==> src/rtl/trdmac_pkg.sv <==
// Shared types and helpers for the TRDMAC transpose engine.
// The engine walks the matrix in 4x4 tiles using 4-beat INCR bursts.
package trdmac_pkg;

    localparam int unsigned TILE      = 4;
    localparam int unsigned BURST_LEN = 4;

    typedef enum logic [2:0] {
        StIdle,
        StRreq,
        StRdat,
        StWreq,
        StWdat,
        StWrsp,
        StNext
    } state_e;

    // Byte offset of element (row, col) in a W-wide row-major matrix; row*W fits in 12 bits.
    function automatic logic [13:0] byte_offset(input logic [5:0] row, input logic [5:0] col,
                                                input logic [5:0] w);
        logic [11:0] elem;
        elem = ({6'b0, row} * {6'b0, w}) + {6'b0, col};
        return {elem, 2'b00};
    endfunction

endpackage

==> src/rtl/trdmac_tile_buf.sv <==
// 4x4 tile buffer: rows are filled by read bursts, columns are read out for write bursts.
// The data array is deliberately left without reset.
module trdmac_tile_buf #(
    parameter int unsigned DATA_W = 32
) (
    input  logic              clk,
    input  logic              we_i,
    input  logic [1:0]        wr_row_i,
    input  logic [1:0]        wr_col_i,
    input  logic [DATA_W-1:0] wdata_i,
    input  logic [1:0]        rd_row_i,
    input  logic [1:0]        rd_col_i,
    output logic [DATA_W-1:0] rdata_o
);

    logic [DATA_W-1:0] mem_q [16];
    logic [DATA_W-1:0] mem_d [16];

    always_comb begin
        mem_d = mem_q;
        if (we_i) begin
            mem_d[{wr_row_i, wr_col_i}] = wdata_i;
        end
    end

    always_ff @(posedge clk) begin
        mem_q <= mem_d;
    end

    assign rdata_o = mem_q[{rd_row_i, rd_col_i}];

endmodule

==> src/rtl/trdmac_engine.sv <==
// Transpose sequencer: reads 4 source rows of a tile, then writes 4 destination rows,
// each being one column of the buffered source tile.
module trdmac_engine
    import trdmac_pkg::*;
#(
    parameter int unsigned ADDR_W = 32,
    parameter int unsigned DATA_W = 32
) (
    input  logic              clk,
    input  logic              rst_n,
    input  logic              start_i,
    input  logic [ADDR_W-1:0] src_addr_i,
    input  logic [ADDR_W-1:0] dst_addr_i,
    input  logic [5:0]        mat_width_i,
    output logic              done_o,
    output logic              arvalid_o,
    input  logic              arready_i,
    output logic [ADDR_W-1:0] araddr_o,
    input  logic              rvalid_i,
    output logic              rready_o,
    input  logic [DATA_W-1:0] rdata_i,
    output logic              awvalid_o,
    input  logic              awready_i,
    output logic [ADDR_W-1:0] awaddr_o,
    output logic              wvalid_o,
    input  logic              wready_i,
    output logic [DATA_W-1:0] wdata_o,
    output logic              wlast_o,
    input  logic              bvalid_i,
    output logic              bready_o
);

    state_e            state_q, state_d;
    logic [ADDR_W-1:0] src_q, src_d;
    logic [ADDR_W-1:0] dst_q, dst_d;
    logic [3:0]        nt_q, nt_d;   // tiles per row, W = nt*4
    logic [3:0]        ty_q, ty_d;
    logic [3:0]        tx_q, tx_d;
    logic [1:0]        r_q, r_d;
    logic [1:0]        c_q, c_d;
    logic [1:0]        k_q, k_d;

    logic              buf_we;
    logic [DATA_W-1:0] buf_rdata;
    logic [13:0]       rd_off;
    logic [13:0]       wr_off;
    logic [3:0]        last_t;
    logic              unused_mw;

    // Width LSBs are dropped: only whole tiles are transposed.
    assign unused_mw = ^mat_width_i[1:0];
    assign last_t    = 4'(nt_q - 4'd1);

    always_comb begin
        rd_off = byte_offset({ty_q, r_q}, {tx_q, 2'b00}, {nt_q, 2'b00});
        wr_off = byte_offset({tx_q, c_q}, {ty_q, 2'b00}, {nt_q, 2'b00});
    end

    always_comb begin
        state_d = state_q;
        src_d   = src_q;
        dst_d   = dst_q;
        nt_d    = nt_q;
        ty_d    = ty_q;
        tx_d    = tx_q;
        r_d     = r_q;
        c_d     = c_q;
        k_d     = k_q;
        buf_we  = 1'b0;

        unique case (state_q)
            StIdle: begin
                if (start_i && (mat_width_i[5:2] != 4'd0)) begin
                    src_d   = src_addr_i;
                    dst_d   = dst_addr_i;
                    nt_d    = mat_width_i[5:2];
                    ty_d    = '0;
                    tx_d    = '0;
                    r_d     = '0;
                    c_d     = '0;
                    k_d     = '0;
                    state_d = StRreq;
                end
            end
            StRreq: begin
                if (arready_i) begin
                    k_d     = '0;
                    state_d = StRdat;
                end
            end
            StRdat: begin
                if (rvalid_i) begin
                    buf_we = 1'b1;
                    k_d    = k_q + 2'd1;
                    if (k_q == 2'd3) begin
                        r_d     = r_q + 2'd1;
                        c_d     = '0;
                        state_d = (r_q == 2'd3) ? StWreq : StRreq;
                    end
                end
            end
            StWreq: begin
                if (awready_i) begin
                    k_d     = '0;
                    state_d = StWdat;
                end
            end
            StWdat: begin
                if (wready_i) begin
                    k_d = k_q + 2'd1;
                    if (k_q == 2'd3) begin
                        state_d = StWrsp;
                    end
                end
            end
            StWrsp: begin
                if (bvalid_i) begin
                    c_d     = c_q + 2'd1;
                    state_d = (c_q == 2'd3) ? StNext : StWreq;
                end
            end
            StNext: begin
                state_d = StRreq;
                if (tx_q == last_t) begin
                    tx_d = '0;
                    if (ty_q == last_t) begin
                        state_d = StIdle;
                    end else begin
                        ty_d = ty_q + 4'd1;
                    end
                end else begin
                    tx_d = tx_q + 4'd1;
                end
            end
            default: state_d = StIdle;
        endcase
    end

    always_ff @(posedge clk) begin
        if (!rst_n) begin
            state_q <= StIdle;
            src_q   <= '0;
            dst_q   <= '0;
            nt_q    <= '0;
            ty_q    <= '0;
            tx_q    <= '0;
            r_q     <= '0;
            c_q     <= '0;
            k_q     <= '0;
        end else begin
            state_q <= state_d;
            src_q   <= src_d;
            dst_q   <= dst_d;
            nt_q    <= nt_d;
            ty_q    <= ty_d;
            tx_q    <= tx_d;
            r_q     <= r_d;
            c_q     <= c_d;
            k_q     <= k_d;
        end
    end

    trdmac_tile_buf #(
        .DATA_W (DATA_W)
    ) u_tile_buf (
        .clk      (clk),
        .we_i     (buf_we),
        .wr_row_i (r_q),
        .wr_col_i (k_q),
        .wdata_i  (rdata_i),
        .rd_row_i (k_q),
        .rd_col_i (c_q),
        .rdata_o  (buf_rdata)
    );

    // Outputs decode from the registered state so they hold steady through stalls.
    assign done_o    = (state_q == StIdle);
    assign arvalid_o = (state_q == StRreq);
    assign rready_o  = (state_q == StRdat);
    assign awvalid_o = (state_q == StWreq);
    assign wvalid_o  = (state_q == StWdat);
    assign bready_o  = (state_q == StWrsp);
    assign wlast_o   = wvalid_o && (k_q == 2'd3);
    assign araddr_o  = arvalid_o ? (src_q + ADDR_W'(rd_off)) : '0;
    assign awaddr_o  = awvalid_o ? (dst_q + ADDR_W'(wr_off)) : '0;
    assign wdata_o   = wvalid_o ? buf_rdata : '0;

endmodule

==> config.mk <==
export PLATFORM = sky130hd
export DESIGN_NAME = trdmac_engine
export DESIGN_NICKNAME = d
export VERILOG_FILES = /design/src/rtl/trdmac_pkg.sv /design/src/rtl/trdmac_tile_buf.sv /design/src/rtl/trdmac_engine.sv
export SDC_FILE = /design/constraint.sdc
export NUM_CORES = 1
export LEC_CHECK = 0
export ABC_CLOCK_PERIOD_IN_PS = 7300
export BUFFER_PORTS_ARGS = -buffer_cell sky130_fd_sc_hd__buf_2
export CORE_ASPECT_RATIO = 2
export CORE_UTILIZATION = 35
export DETAILED_ROUTE_END_ITERATION = 10
export PLACE_DENSITY = 0.53
export SETUP_SLACK_MARGIN = 0.15
export SLEW_MARGIN = 25
export SYNTH_ARGS = -nofsm -noshare
export SYNTH_HDL_FRONTEND = slang
export SYNTH_SLANG_ARGS = --single-unit
export TNS_END_PERCENT = 100
==> constraint.sdc <==
create_clock -name clk -period 7.3 [get_ports clk]
set_clock_uncertainty 0.1 [all_clocks]
set_input_delay 0.73 -clock clk [delete_from_list [all_inputs] [get_ports clk]]
set_output_delay 0.73 -clock clk [all_outputs]
set_load 0.01 [all_outputs]
* Yosys cells after proc, flatten, opt, wreduce, memory -nomap -nowiden
Cells that the tools add are included. W data, S select, Z words.
Storage, ports and cells: flip-flop bits (word level) 597
Operators by class: mux-type cells 43, equal/unequal tests 21, bitwise gates (word level) 2, multiply operators 2, reduce and logical (&&, ||, !) cells 16, add/subtract/negate cells 10, $lt $le $gt $ge 3
Operator list (number):
- $bwmux W512 | 1
- $mux W32 | 6
- $bmux W32 S4 | 1
- $demux W32 S4 | 1
- $add A32 B14 Y32 | 2
- $mux W3 | 9
- $add A12 B6 Y12 | 2
- $mux W2 | 11
- $pmux W3 S7 | 1
- $mul A6 B4 Y10 | 2
- $mux W4 | 4
- $pmux W4 S2 | 2
- $ne A2 B1 Y1 const B | 6
- $ge A5 B5 Y1 const B | 2
- $not A4 Y5 | 2
- $pmux W2 S5 | 1
- $eq A3 B3 Y1 const B | 3
- $add A4 B1 Y4 const B | 2
- $eq A4 B4 Y1 | 2
- $ne A2 B2 Y1 const B | 4
- $reduce_and A4 Y1 | 2
- $reduce_and A8 Y1 | 1
- $add A2 B1 Y2 const B | 3
- $eq A2 B2 Y1 const B | 3
- other kinds (16) | 24

* Longest topological paths before layout
Gate-level depths: netlist (run 1).
depth in word-level cells 6, gate-level depth with buffers 23, depth with buffers taken out 20

* Cells and area by module
A second synthesis (run 1) with hierarchy kept.
Unflattened totals: cells, all modules 1805, area, all modules 26868.3 um2
Modules (own cells, without submodules):
- trdmac_tile_buf | times used 1, area each 19218.4 um2, seq. area each 15374.7 um2, cells an instance 811
- trdmac_engine | times used 1, area each 7649.8 um2, seq. area each 1701.6 um2, cells an instance 994

* Worst setup path after synthesis (run 1)
OpenSTA, ideal clock, no wires.
path kind reg-to-output, start point register c_q[1], end point output awaddr_o[27], data arrival time 5147 ps, path buffers 4, setup slack 1323 ps, cell stages (with the launch flop) 23, cell sequence dfxtp_1 > clkbuf_1 > buf_2 > buf_1 > nand2_1 > fa_1 > fa_1 > inv_1 > fa_1 > ha_1 > o21ai_0 > nor2_1 > o21a_1 > and3_1 > xor2_1 > ha_1 > nand4_1 > nor2_1 > a211o_1 > a21oi_2 > buf_2 > o31ai_1 > a21oi_1
Between the ends: cells in the longest elaborated chain, start to end 4
RTL lines:
- from (decl) | line trdmac_engine.sv:40 | logic [1:0] c_q, c_d;
- from (signal assigned) | line trdmac_engine.sv:148 | c_q <= '0;
- from (signal assigned) | line trdmac_engine.sv:158 | c_q <= c_d;
- $mul A6 B4 Y10 | line trdmac_pkg.sv:22 | elem = ({6'b0, row} * {6'b0, w}) + {6'b0, col};
- $add A12 B6 Y12 | line trdmac_pkg.sv:22
- $add A32 B14 Y32 | line trdmac_engine.sv:185 | assign awaddr_o = awvalid_o ? (dst_q + ADDR_W'(wr_off)) : '0;
- $mux W32 | line trdmac_engine.sv:185
- to (decl) | line trdmac_engine.sv:24 | output logic [ADDR_W-1:0] awaddr_o,
Every way passes these cells.

* Final worst setup path (run 1)
start point register nt_q[1], end point output araddr_o[31]
Between the ends: cells in the longest elaborated chain, start to end 4
RTL lines:
- from (decl) | line trdmac_engine.sv:36 | logic [3:0] nt_q, nt_d;
- from (signal assigned) | line trdmac_engine.sv:154 | nt_q <= nt_d;
- $mul A6 B4 Y10 | line trdmac_pkg.sv:22
- $add A12 B6 Y12 | line trdmac_pkg.sv:22
- $add A32 B14 Y32 | line trdmac_engine.sv:184 | assign araddr_o = arvalid_o ? (src_q + ADDR_W'(rd_off)) : '0;
- $mux W32 | line trdmac_engine.sv:184
- to (decl) | line trdmac_engine.sv:18 | output logic [ADDR_W-1:0] araddr_o,
Every way passes these cells.

==> results of run 1 <==
==> metrics by stage <==
step                cell area, sq um  std cells  power [mW]
floorplan                      26800       1743        4.42
global placement               29100       2912        4.69
CTS                            30800       3012        7.64
global route                   30900       3014        7.82
finish                         30900       3014        7.55
detailed placement             29100       2912        4.72
==> cell type report <==
class                      instances  area, sq um
fill                            7014        45000
multi-input combinational       1000         9200
antenna                            1         2.50
clock inverter                    32          349
sequential                       597        17100
tap                             1015         1270
timing repair buffer             245         1340
inverter                          56          210
clock buffer                      68         1450
==> layout by cell type, fill, tap and decap left out, types with 10 or more instances in the layout <==
master,n
sky130_fd_sc_hd__edfxtp_1,512
sky130_fd_sc_hd__inv_1,51
sky130_fd_sc_hd__o21ai_0,28
sky130_fd_sc_hd__mux4_2,160
sky130_fd_sc_hd__clkbuf_16,56
sky130_fd_sc_hd__and3_2,17
sky130_fd_sc_hd__and2_1,75
sky130_fd_sc_hd__nor2_1,66
sky130_fd_sc_hd__dfxtp_1,80
sky130_fd_sc_hd__nand3_1,25
sky130_fd_sc_hd__xor2_1,19
sky130_fd_sc_hd__ha_1,72
sky130_fd_sc_hd__a211oi_1,13
sky130_fd_sc_hd__clkinv_1,12
sky130_fd_sc_hd__a21oi_1,113
sky130_fd_sc_hd__fa_1,20
sky130_fd_sc_hd__nand2_1,193
sky130_fd_sc_hd__clkbuf_1,12
sky130_fd_sc_hd__buf_2,210
sky130_fd_sc_hd__nor3_1,12
sky130_fd_sc_hd__and3_1,10
sky130_fd_sc_hd__xnor2_1,30
sky130_fd_sc_hd__buf_4,32
==> metal layers <==
layer / routed length [um] / vias up / global-route usage
met5: 62 / - / 0
met4: 2020 / 10 / 0.0588
met3: 3500 / 123 / 0.0283
met2: 36500 / 449 / 0.327
met1: 25800 / 8094 / 0.198
li1: - / 7096 / -
==> state kept, by name, indices dropped and copies added (netlist names) <==
register	count
nt_q	4
k_q	2
dst_q	32
state_q	3
u_tile_buf.mem_q	512
ty_q	4
tx_q	4
src_q	32
r_q	2
c_q	2
==> worst reg2reg max path, cell delays in order, from the launching register on <==
cell	delay, ns
sky130_fd_sc_hd__dfxtp_1	0.66
sky130_fd_sc_hd__nor3b_2	0.56
sky130_fd_sc_hd__and2_0	0.67
sky130_fd_sc_hd__and3_2	0.70
sky130_fd_sc_hd__buf_4	0.47
==> logic make-up after synthesis <==
logic type,count (synthesis),synth area share
compound gates,221,0.0509
xor+xnor,53,0.0189
fa+ha+maj,92,0.0485
buf+inv,146,0.0237
flops,597,0.636
mux,168,0.137
simple gates,466,0.0847
==> how the worst max path moves through the flow <==
stage | end | slack (ns) | cells past startpoint
global route | araddr_o[24] | 0.18 | 19
global placement | araddr_o[24] | 0.79 | 19
CTS | araddr_o[24] | 0.15 | 19
detailed placement | araddr_o[24] | 0.77 | 19
floorplan | awaddr_o[27] | 1.32 | 22
finish | araddr_o[31] | 0.53 | 19
==> power breakdown <==
group / switching (mW) / total (mW) / internal (mW)
registers: 0.0987 / 3.89 / 3.79
clock network: 1.30 / 2.92 / 1.62
logic: 0.479 / 0.745 / 0.265
==> impl_metrics.csv, run 1 <==
group,metric,value,unit
floorplan,number_of_top_level_design_ports,213,
synthesis,synth-edff-count,512,
finish,finish.net_count,2157,
floorplan,core_area,75900,sq um
synthesis,synthDominantAreaCellType,"sky130_fd_sc_hd__edfxtp_1",
critical_path,timing.setup.critical_path_class,"flip-flop to output port",
drt,initialDrtViolationCount,841,
critical_path,crit-reg2reg-capture,"u_tile_buf.mem_q[506]",
critical_path,rr_startpoint,"state_q[1]",
timing,layout_setup_ws,0.534,ns
clock_network,worst_skew_pair.late_latency,0.64,ns
synthesis,post-synth-top-area-fraction,0.573,
floorplan,die-width,198,um
synthesis,synth_top_flop_cell,"sky130_fd_sc_hd__edfxtp_1",
run_status,run_status,"completed",
critical_path,critical_path_buf_inv_count,2,
synthesis,synth.yosys.warnings,0,
timing,fmax,148,MHz
floorplan,die_area,77900,sq um
critical_path,worstSetupStartpointType,"flip-flop",
critical_path,cp-startpoint,"nt_q[1]",
synthesis,synth_fp_nets,1945,
place,finalWeightedCongestion,0.816,
clock_network,cts_tree,"yes",
floorplan,placement_rows,143,
synthesis,synth_seq_area_share,0.636,
synthesis,async_flop_share,0,
critical_path,critical-path-max-stage-delay,0.54,ns
clock_network,root_buf_cell,"sky130_fd_sc_hd__clkbuf_16",
timing,fin_worst_hold_slack,0.236,ns
clock_network,cts.sinks,597,
clock_network,path_clk_slew,0.07,ns
grt,antenna_found_initial,7,
worst_hold_path,timing.hold.worst_endpoint,"src_q[9]",
timing,fin_crit,6.77,ns
drt,post-route-drc-count,0,
finish,drive_gt1_frac,0.265,
timing,setup_total_negative_slack,0,ns
drt,wire_length_per_cell,22.5,um
timing,finalHoldViolCount,0,
grt,grt_max_degree,101,
synthesis,synthesis.area,26800,sq um
clock_network,cts_hold_repair.buffers,0,
grt,grt_util_all_layers,0.175,
synthesis,synthMostInstantiatedCell,"sky130_fd_sc_hd__edfxtp_1",
power,power.ir.vdd_worst,0.178,mV
drt,remaining_antenna_violation_count_after_routing,0,
critical_path,worst_setup_path_end_kind,"output port",
critical_path,critical_path.slowest_cell,"sky130_fd_sc_hd__fa_1",
clock_network,cts_setup_buffers,0,
critical_path,crit_family,"adder cells",
timing,tightest_slew,1.05,ns
worst_hold_path,min_delay_path_class,"input pin to flip-flop",
floorplan,start_util,0.354,
synthesis,flops_latches_synth,597,
critical_path,crit_top_cell,"sky130_fd_sc_hd__fa_1",
grt,grt_pass1_wl,101,mm
drt,vias_per_cell,5.23,
clock_network,ctsLongestPathBuffers,3,
synthesis,synth.top_cells.by_count,"sky130_fd_sc_hd__edfxtp_1, sky130_fd_sc_hd__nand2_1, sky130_fd_sc_hd__mux4_2, sky130_fd_sc_hd__a21oi_1, sky130_fd_sc_hd__dfxtp_1",
finish,postLayoutCoreUtil,0.407,
synthesis,netlist-cell-type-count,71,
timing,slew_headroom,0.303,
floorplan,chipHeight,394,um
grt,first_global_vias,16560,
job,cap_viol_max_count,0,
critical_path,data_arrival_time_of_the_critical_path,5.94,ns
timing,maxSlewViolCount,0,
power,power.density_cell_area,244,nW/um^2
timing,grt_setup_unrepaired,"false",
critical_path,crit_required,6.47,ns
clock_network,cts_resized,1,
synthesis,synth_cells,1743,
power,lkg_pwr,10.7,nW
place,placement.io_buffers,210,
finish,layout-area-overhead-vs-synth,15.1,%
critical_path,crit_path_max_fanout,14,
place,dpl_worst_slack,0.772,ns
timing,min_period_over_period,0.927,
clock_network,cts-buffers-inserted,55,
grt,grt_remaining_overflow,0,
worst_hold_path,hold-path-cell-count,3,
drt,final_routed_wirelength,67.9,mm
critical_path,timing.critical_path.cells,"nand2_1 > fa_1 > fa_1 > inv_1 > fa_1 > ha_1 > o21ai_0 > nand2b_1 > and3_1 > nand3b_1 > xnor2_1 > ha_1 > and3_1 > nand3_1 > or3_1 > and3_2 > nor4_2 > mux2i_1 > buf_2",
synthesis,netlist_top_cells_area,"sky130_fd_sc_hd__edfxtp_1, sky130_fd_sc_hd__mux4_2, sky130_fd_sc_hd__dfxtp_1",
critical_path,reg2reg_setup_slack,3.77,ns
synthesis,syn_area_cell,15.4,sq um
timing,setup_violations,0,
worst_hold_path,hp-start,"src_addr_i[9]",
drt,route.vias.total,15772,
critical_path,worst-r2r-cell-count,4,
place,placed_wire_length_estimate,40.7,mm
clock_network,clock_tree.htree_level_count,2,
drt,drt_first_pass_iters,5,
Note: power is estimated with default switching activity, not from simulation.
==> inputs of run 2 (changes only) <==
Settings changed: PLACE_DENSITY 0.53 to 0.49.
==> run 2 against run 1 <==
Net effect:
- first-iteration DRC count shrank 7.7%
- final cell count increased by 0.13%
- sequential power about the same
- critical endpoint is now araddr_o[19]
- largest cell class unchanged
==> impl_metrics.csv, run 2 (same netlist as run 1, synthesis figures left out) <==
group,metric,value,unit
finish,layout-area-overhead-vs-synth,14.9,%
grt,antenna_found_initial,7,
worst_hold_path,min_delay_path_class,"input pin to flip-flop",
drt,vias_per_cell,5.20,
place,placed_cells_incl_taps,2913,
timing,layout_setup_ws,0.505,ns
critical_path,crit_top_cell,"sky130_fd_sc_hd__fa_1",
timing,grt_setup_unrepaired,"false",
finish,multiInputGateArea,9210,sq um
critical_path,timing.critical_path.cells,"nand2_1 > fa_1 > fa_1 > inv_1 > fa_1 > ha_1 > o21ai_0 > nand2b_1 > and3_1 > nand3b_1 > xnor2_1 > ha_1 > and3_1 > nand3_1 > or3_1 > and3_2 > or4_1 > nand2_1 > buf_2",
drt,post-route-drc-count,0,
floorplan,die-width,198,um
timing,setup_violations,0,
timing,min_period_over_period,0.931,
finish,layout_commonest_cell,"sky130_fd_sc_hd__edfxtp_1",
finish,finish.net_count,2160,
clock_network,cts.sinks,597,
place,placed_wire_length_estimate,41.6,mm
power,total_power,7.43,mW
power,power.ir.vdd_worst,0.203,mV
critical_path,data_arrival_time_of_the_critical_path,5.97,ns
finish,layout_top_registers,"u_tile_buf.mem_q: 512 flops, dst_q: 32 flops, src_q: 32 flops",
grt,grt_util_all_layers,0.181,
grt,grt_max_degree,78,
finish,mostFrequentLayoutCells,"sky130_fd_sc_hd__edfxtp_1, sky130_fd_sc_hd__buf_2, sky130_fd_sc_hd__nand2_1, sky130_fd_sc_hd__mux4_2, sky130_fd_sc_hd__a21oi_1",
timing,slew_headroom,0.384,
finish,largest_register,"u_tile_buf.mem_q",
place,dpl_worst_slack,0.778,ns
grt,first_global_vias,16824,
floorplan,die_area,77900,sq um
clock_network,cts_hold_repair.buffers,0,
grt,grt_remaining_overflow,0,
place,finalWeightedCongestion,0.784,
place,placement.io_buffers,210,
clock_network,worst_skew_pair.late_latency,0.62,ns
timing,finalHoldViolCount,0,
finish,sequential_cell_area,17100,sq um
clock_network,ctsLongestPathBuffers,3,
run_status,run_status,"completed",
finish,drive_gt1_frac,0.262,
floorplan,placement_rows,143,
timing,tightest_slew,0.923,ns
critical_path,crit_required,6.47,ns
power,lkg_pwr,10.6,nW
finish,filler_cell_count,7126,
timing,fmax,147,MHz
power,power.density_cell_area,241,nW/um^2
clock_network,clock_tree.htree_level_count,2,
drt,drt_first_pass_iters,8,
drt,route.vias.total,15685,
clock_network,cts_tree,"yes",
timing,fin_crit,6.80,ns
drt,wire_length_per_cell,23.1,um
drt,initialDrtViolationCount,776,
timing,maxSlewViolCount,0,
floorplan,core_area,75900,sq um
floorplan,number_of_top_level_design_ports,213,
clock_network,cts-buffers-inserted,57,
drt,remaining_antenna_violation_count_after_routing,0,
critical_path,worstSetupStartpointType,"flip-flop",
finish,finalNonFillerCells,3018,
timing,setup_total_negative_slack,0,ns
finish,max_reg_flops,512,
critical_path,timing.setup.critical_path_class,"flip-flop to output port",
floorplan,start_util,0.354,
critical_path,critical_path.slowest_cell,"sky130_fd_sc_hd__fa_1",
clock_network,root_buf_cell,"sky130_fd_sc_hd__clkbuf_16",
critical_path,critical-path-max-stage-delay,0.55,ns
critical_path,crit_path_max_fanout,14,
floorplan,chipHeight,394,um
grt,grt_pass1_wl,104,mm
job,cap_viol_max_count,0,
critical_path,worst_setup_path_end_kind,"output port",
clock_network,path_clk_slew,0.06,ns
drt,final_routed_wirelength,69.8,mm
-- run 2: critical path: cells and delay by family, from the launching register on --
kind,cells,cell delay (ns)
adder cells (fa/ha/maj),5,2.28
XOR/XNOR,1,0.17
flip-flops,1,0.45
AND/OR/NAND/NOR,10,2.13
AO/OA/AOI/OAI,1,0.10
buffers and inverters,2,0.21
-- run 2: path summary, 6_finish.rpt --
| check | startpoint | to | slack, ns | cells past startpoint |
|---|---|---|---|---|
| setup / recovery | nt_q[2] | araddr_o[19] | 0.50 | 19 |
| hold / removal | src_addr_i[4] | src_q[4] | 0.24 | 3 |
| setup reg to reg | state_q[1] | u_tile_buf.mem_q[283] | 3.96 | 4 |
| hold reg to reg | src_q[0] | src_q[0] | 0.35 | 2 |
-- run 2: cell type report --
class                           instances  share of cell area
Multi-Input combinational cell       1000               0.299
Tap cell                             1015              0.0412
Clock inverter                         27             0.00698
Sequential cell                       597               0.554
Inverter                               56             0.00682
Clock buffer                           76              0.0486
Timing Repair Buffer                  246              0.0435
Antenna cell                            1           0.0000811
-- run 2: per-layer routing --
metal  wire length [um]  vias to the layer above  GRT usage
met1              26000                     8024      0.200
met3               3350                      136     0.0311
li1                   -                     7114          -
met2              38100                      401      0.342
met4               2310                       10     0.0635
met5                 67                        -          0
-- run 2: power by group --
group	switching, mW	leakage (nW)	internal, mW
combinational	0.464	4.53	0.265
clock	1.31	0.819	1.48
sequential	0.116	5.30	3.79
total	1.89	10.6	5.54
-- run 2: repair_timing --
item | 4_1_cts | 5_1_grt
gates cloned | 0 | 0
setup buffers | 0 | 1
resized for setup | 1 | 9
endpoints found under the setup margin | 5 | 24
-- run 2: per-stage QoR --
step                 util  hold slack (ns)  area (sq um)
floorplan               -            0.332         26800
global placement    0.383            0.338         29000
detailed placement  0.383            0.347         29100
CTS                 0.406            0.190         30800
global route        0.407            0.213         30800
finish              0.407            0.241         30800
==> inputs of run 3 (changes only) <==
Settings changed: CORE_UTILIZATION 35 to 60, PLACE_DENSITY 0.49 to 0.78.
==> run 3 against run 2 <==
Net effect:
- clock power fell by 6%
- wire length fell by 13%
- non-clock buffer count fell by 5
==> impl_metrics.csv, run 3 (same netlist as run 1, synthesis figures left out) <==
group,metric,value,unit
floorplan,start_util,0.608,
power,lkg_pwr,10.6,nW
critical_path,critical_path_buf_inv_count,2,
critical_path,data_arrival_time_of_the_critical_path,6.00,ns
finish,filler_cell_count,2902,
floorplan,chipHeight,301,um
timing,setup_violations,0,
timing,tightest_slew,1.09,ns
timing,fmax,146,MHz
power,power.density_cell_area,241,nW/um^2
power,clkPwrFrac,0.364,
finish,mostFrequentLayoutCells,"sky130_fd_sc_hd__edfxtp_1, sky130_fd_sc_hd__buf_2, sky130_fd_sc_hd__nand2_1, sky130_fd_sc_hd__mux4_2, sky130_fd_sc_hd__a21oi_1",
drt,final_routed_wirelength,60.9,mm
grt,grt_remaining_overflow,0,
critical_path,critical-path-max-stage-delay,0.54,ns
timing,finalHoldViolCount,0,
finish,largest_register,"u_tile_buf.mem_q",
finish,layout_top_registers,"u_tile_buf.mem_q: 512 flops, dst_q: 32 flops, src_q: 32 flops",
critical_path,timing.setup.critical_path_class,"flip-flop to output port",
timing,slew_headroom,0.275,
floorplan,die_area,45600,sq um
timing,maxSlewViolCount,0,
power,power.sequential.fraction,0.536,
finish,drive_gt1_frac,0.262,
clock_network,cts_hold_repair.buffers,0,
drt,vias_per_cell,6.27,
drt,initialDrtViolationCount,1026,
grt,grt_pass1_wl,90.0,mm
grt,first_global_vias,15936,
clock_network,ctsLongestPathBuffers,3,
grt,grt_util_all_layers,0.271,
power,power.share.combinational,0.100,
drt,drt_first_pass_iters,5,
floorplan,core_area,44200,sq um
worst_hold_path,hp-start,"src_addr_i[22]",
drt,remaining_antenna_violation_count_after_routing,0,
job,cap_viol_max_count,0,
finish,layout_commonest_cell,"sky130_fd_sc_hd__edfxtp_1",
finish,layout-area-overhead-vs-synth,12.2,%
critical_path,worstSetupStartpointType,"flip-flop",
floorplan,die-width,152,um
critical_path,critical_path.slowest_cell,"sky130_fd_sc_hd__fa_1",
drt,wire_length_per_cell,23.9,um
finish,finish.net_count,2148,
timing,setup_total_negative_slack,0,ns
power,total_power,7.25,mW
place,placement.io_buffers,210,
finish,max_reg_flops,512,
power,power.ir.vdd_worst,0.245,mV
critical_path,crit_top_cell,"sky130_fd_sc_hd__fa_1",
timing,grt_setup_unrepaired,"false",
floorplan,placement_rows,109,
timing,fin_crit,6.83,ns
drt,post-route-drc-count,0,
critical_path,worst_setup_path_end_kind,"output port",
grt,antenna_found_initial,6,
drt,route.vias.total,15973,
clock_network,path_clk_slew,0.07,ns
critical_path,cp-startpoint,"nt_q[2]",
clock_network,clock_tree.htree_level_count,2,
clock_network,cts.sinks,597,
place,finalWeightedCongestion,0.878,
power,sw_pwr,1.76,mW
clock_network,worst_skew_pair.late_latency,0.60,ns
clock_network,root_buf_cell,"sky130_fd_sc_hd__clkbuf_16",
run_status,run_status,"completed",
critical_path,rr_startpoint,"state_q[1]",
floorplan,number_of_top_level_design_ports,213,
clock_network,cts_tree,"yes",
critical_path,crit_required,6.47,ns
power,switching_share,0.243,
grt,grt_max_degree,73,
critical_path,crit_path_max_fanout,15,
worst_hold_path,min_delay_path_class,"input pin to flip-flop",
critical_path,timing.critical_path.cells,"nand2_1 > fa_1 > fa_1 > inv_1 > fa_1 > a211oi_1 > nor2_1 > xnor2_1 > and4b_1 > xor2_1 > ha_1 > and3_1 > nand3_1 > or3_1 > and3_1 > o41ai_1 > buf_2",
power,p_int,5.49,mW
timing,min_period_over_period,0.936,
place,placed_wire_length_estimate,36.1,mm
clock_network,cts-buffers-inserted,50,
critical_path,crit_family,"adder cells",
run 3: cell types whose count changed in the layout (fill, tap and decap cells not counted), sizes merged:
cell      delta
inv          -1
clkinvlp     +4
clkbuf      -17
diode        +3
clkinv       +2
bufinv       +3
buf          -5
run 3: cell type report:
cell class / instances / area (sq um) / share of cell area
Clock inverter: 35 / 312 / 0.0103
Multi-Input combinational cell: 1000 / 9200 / 0.306
Tap cell: 555 / 694 / 0.0231
Inverter: 56 / 210 / 0.00698
Sequential cell: 597 / 17100 / 0.567
Clock buffer: 59 / 1310 / 0.0434
Timing Repair Buffer: 241 / 1290 / 0.0430
Antenna cell: 4 / 10.0 / 0.000332
run 3: per-stage QoR:
step | area (sq um) | worst slack (ns) | instances | hold WS, ns | util
2_1_floorplan | 26800 | 1.32 | 1743 | 0.332 | -
3_3_place_gp | 28400 | 0.753 | 2448 | 0.338 | 0.643
3_5_place_dp | 28400 | 0.680 | 2448 | 0.343 | 0.644
4_1_cts | 30100 | 0.241 | 2542 | 0.255 | 0.680
5_1_grt | 30100 | 0.150 | 2547 | 0.269 | 0.682
6_report | 30100 | 0.468 | 2547 | 0.273 | 0.682
run 3: timing repair:
item | 4_1_cts | 5_1_grt
setup buffers | 0 | 0
setup endpoints to repair | 8 | 11
pin swaps | 0 | 0
gates resized for setup | 1 | 7
run 3: final timing paths:
| path | end | slack (ns) | cells after the start |
|---|---|---|---|
| max | araddr_o[23] | 0.47 | 17 |
| min | src_q[22] | 0.27 | 3 |
| max reg2reg | u_tile_buf.mem_q[18] | 4.09 | 4 |
| min reg2reg | dst_q[1] | 0.35 | 2 |
run 3: per-layer routing:
layer	share of wire	up-vias	GRT usage
met2	0.53	762	0.482
met4	0.046	4	0.141
met1	0.35	7935	0.311
met5	0.00051	-	0
met3	0.074	173	0.0431
li1	-	7099	-
run 3: worst reg2reg max path: cells and delay by family, from the launching register on:
kind                   cells  cell delay (ns)
AND/OR/NAND/NOR            3             1.48
buffers and inverters      1             0.59
flip-flops                 1             0.66
run 3: power groups by stage:
stage | combinational, mW | clock, mW | sequential (mW)
6_report | 0.723 | 2.64 | 3.89
5_1_grt | 0.798 | 2.80 | 3.90
4_1_cts | 0.721 | 2.68 | 3.88
3_5_place_dp | 0.715 | 0 | 3.96
3_3_place_gp | 0.697 | 0 | 3.95
2_1_floorplan | 0.508 | 0 | 3.92
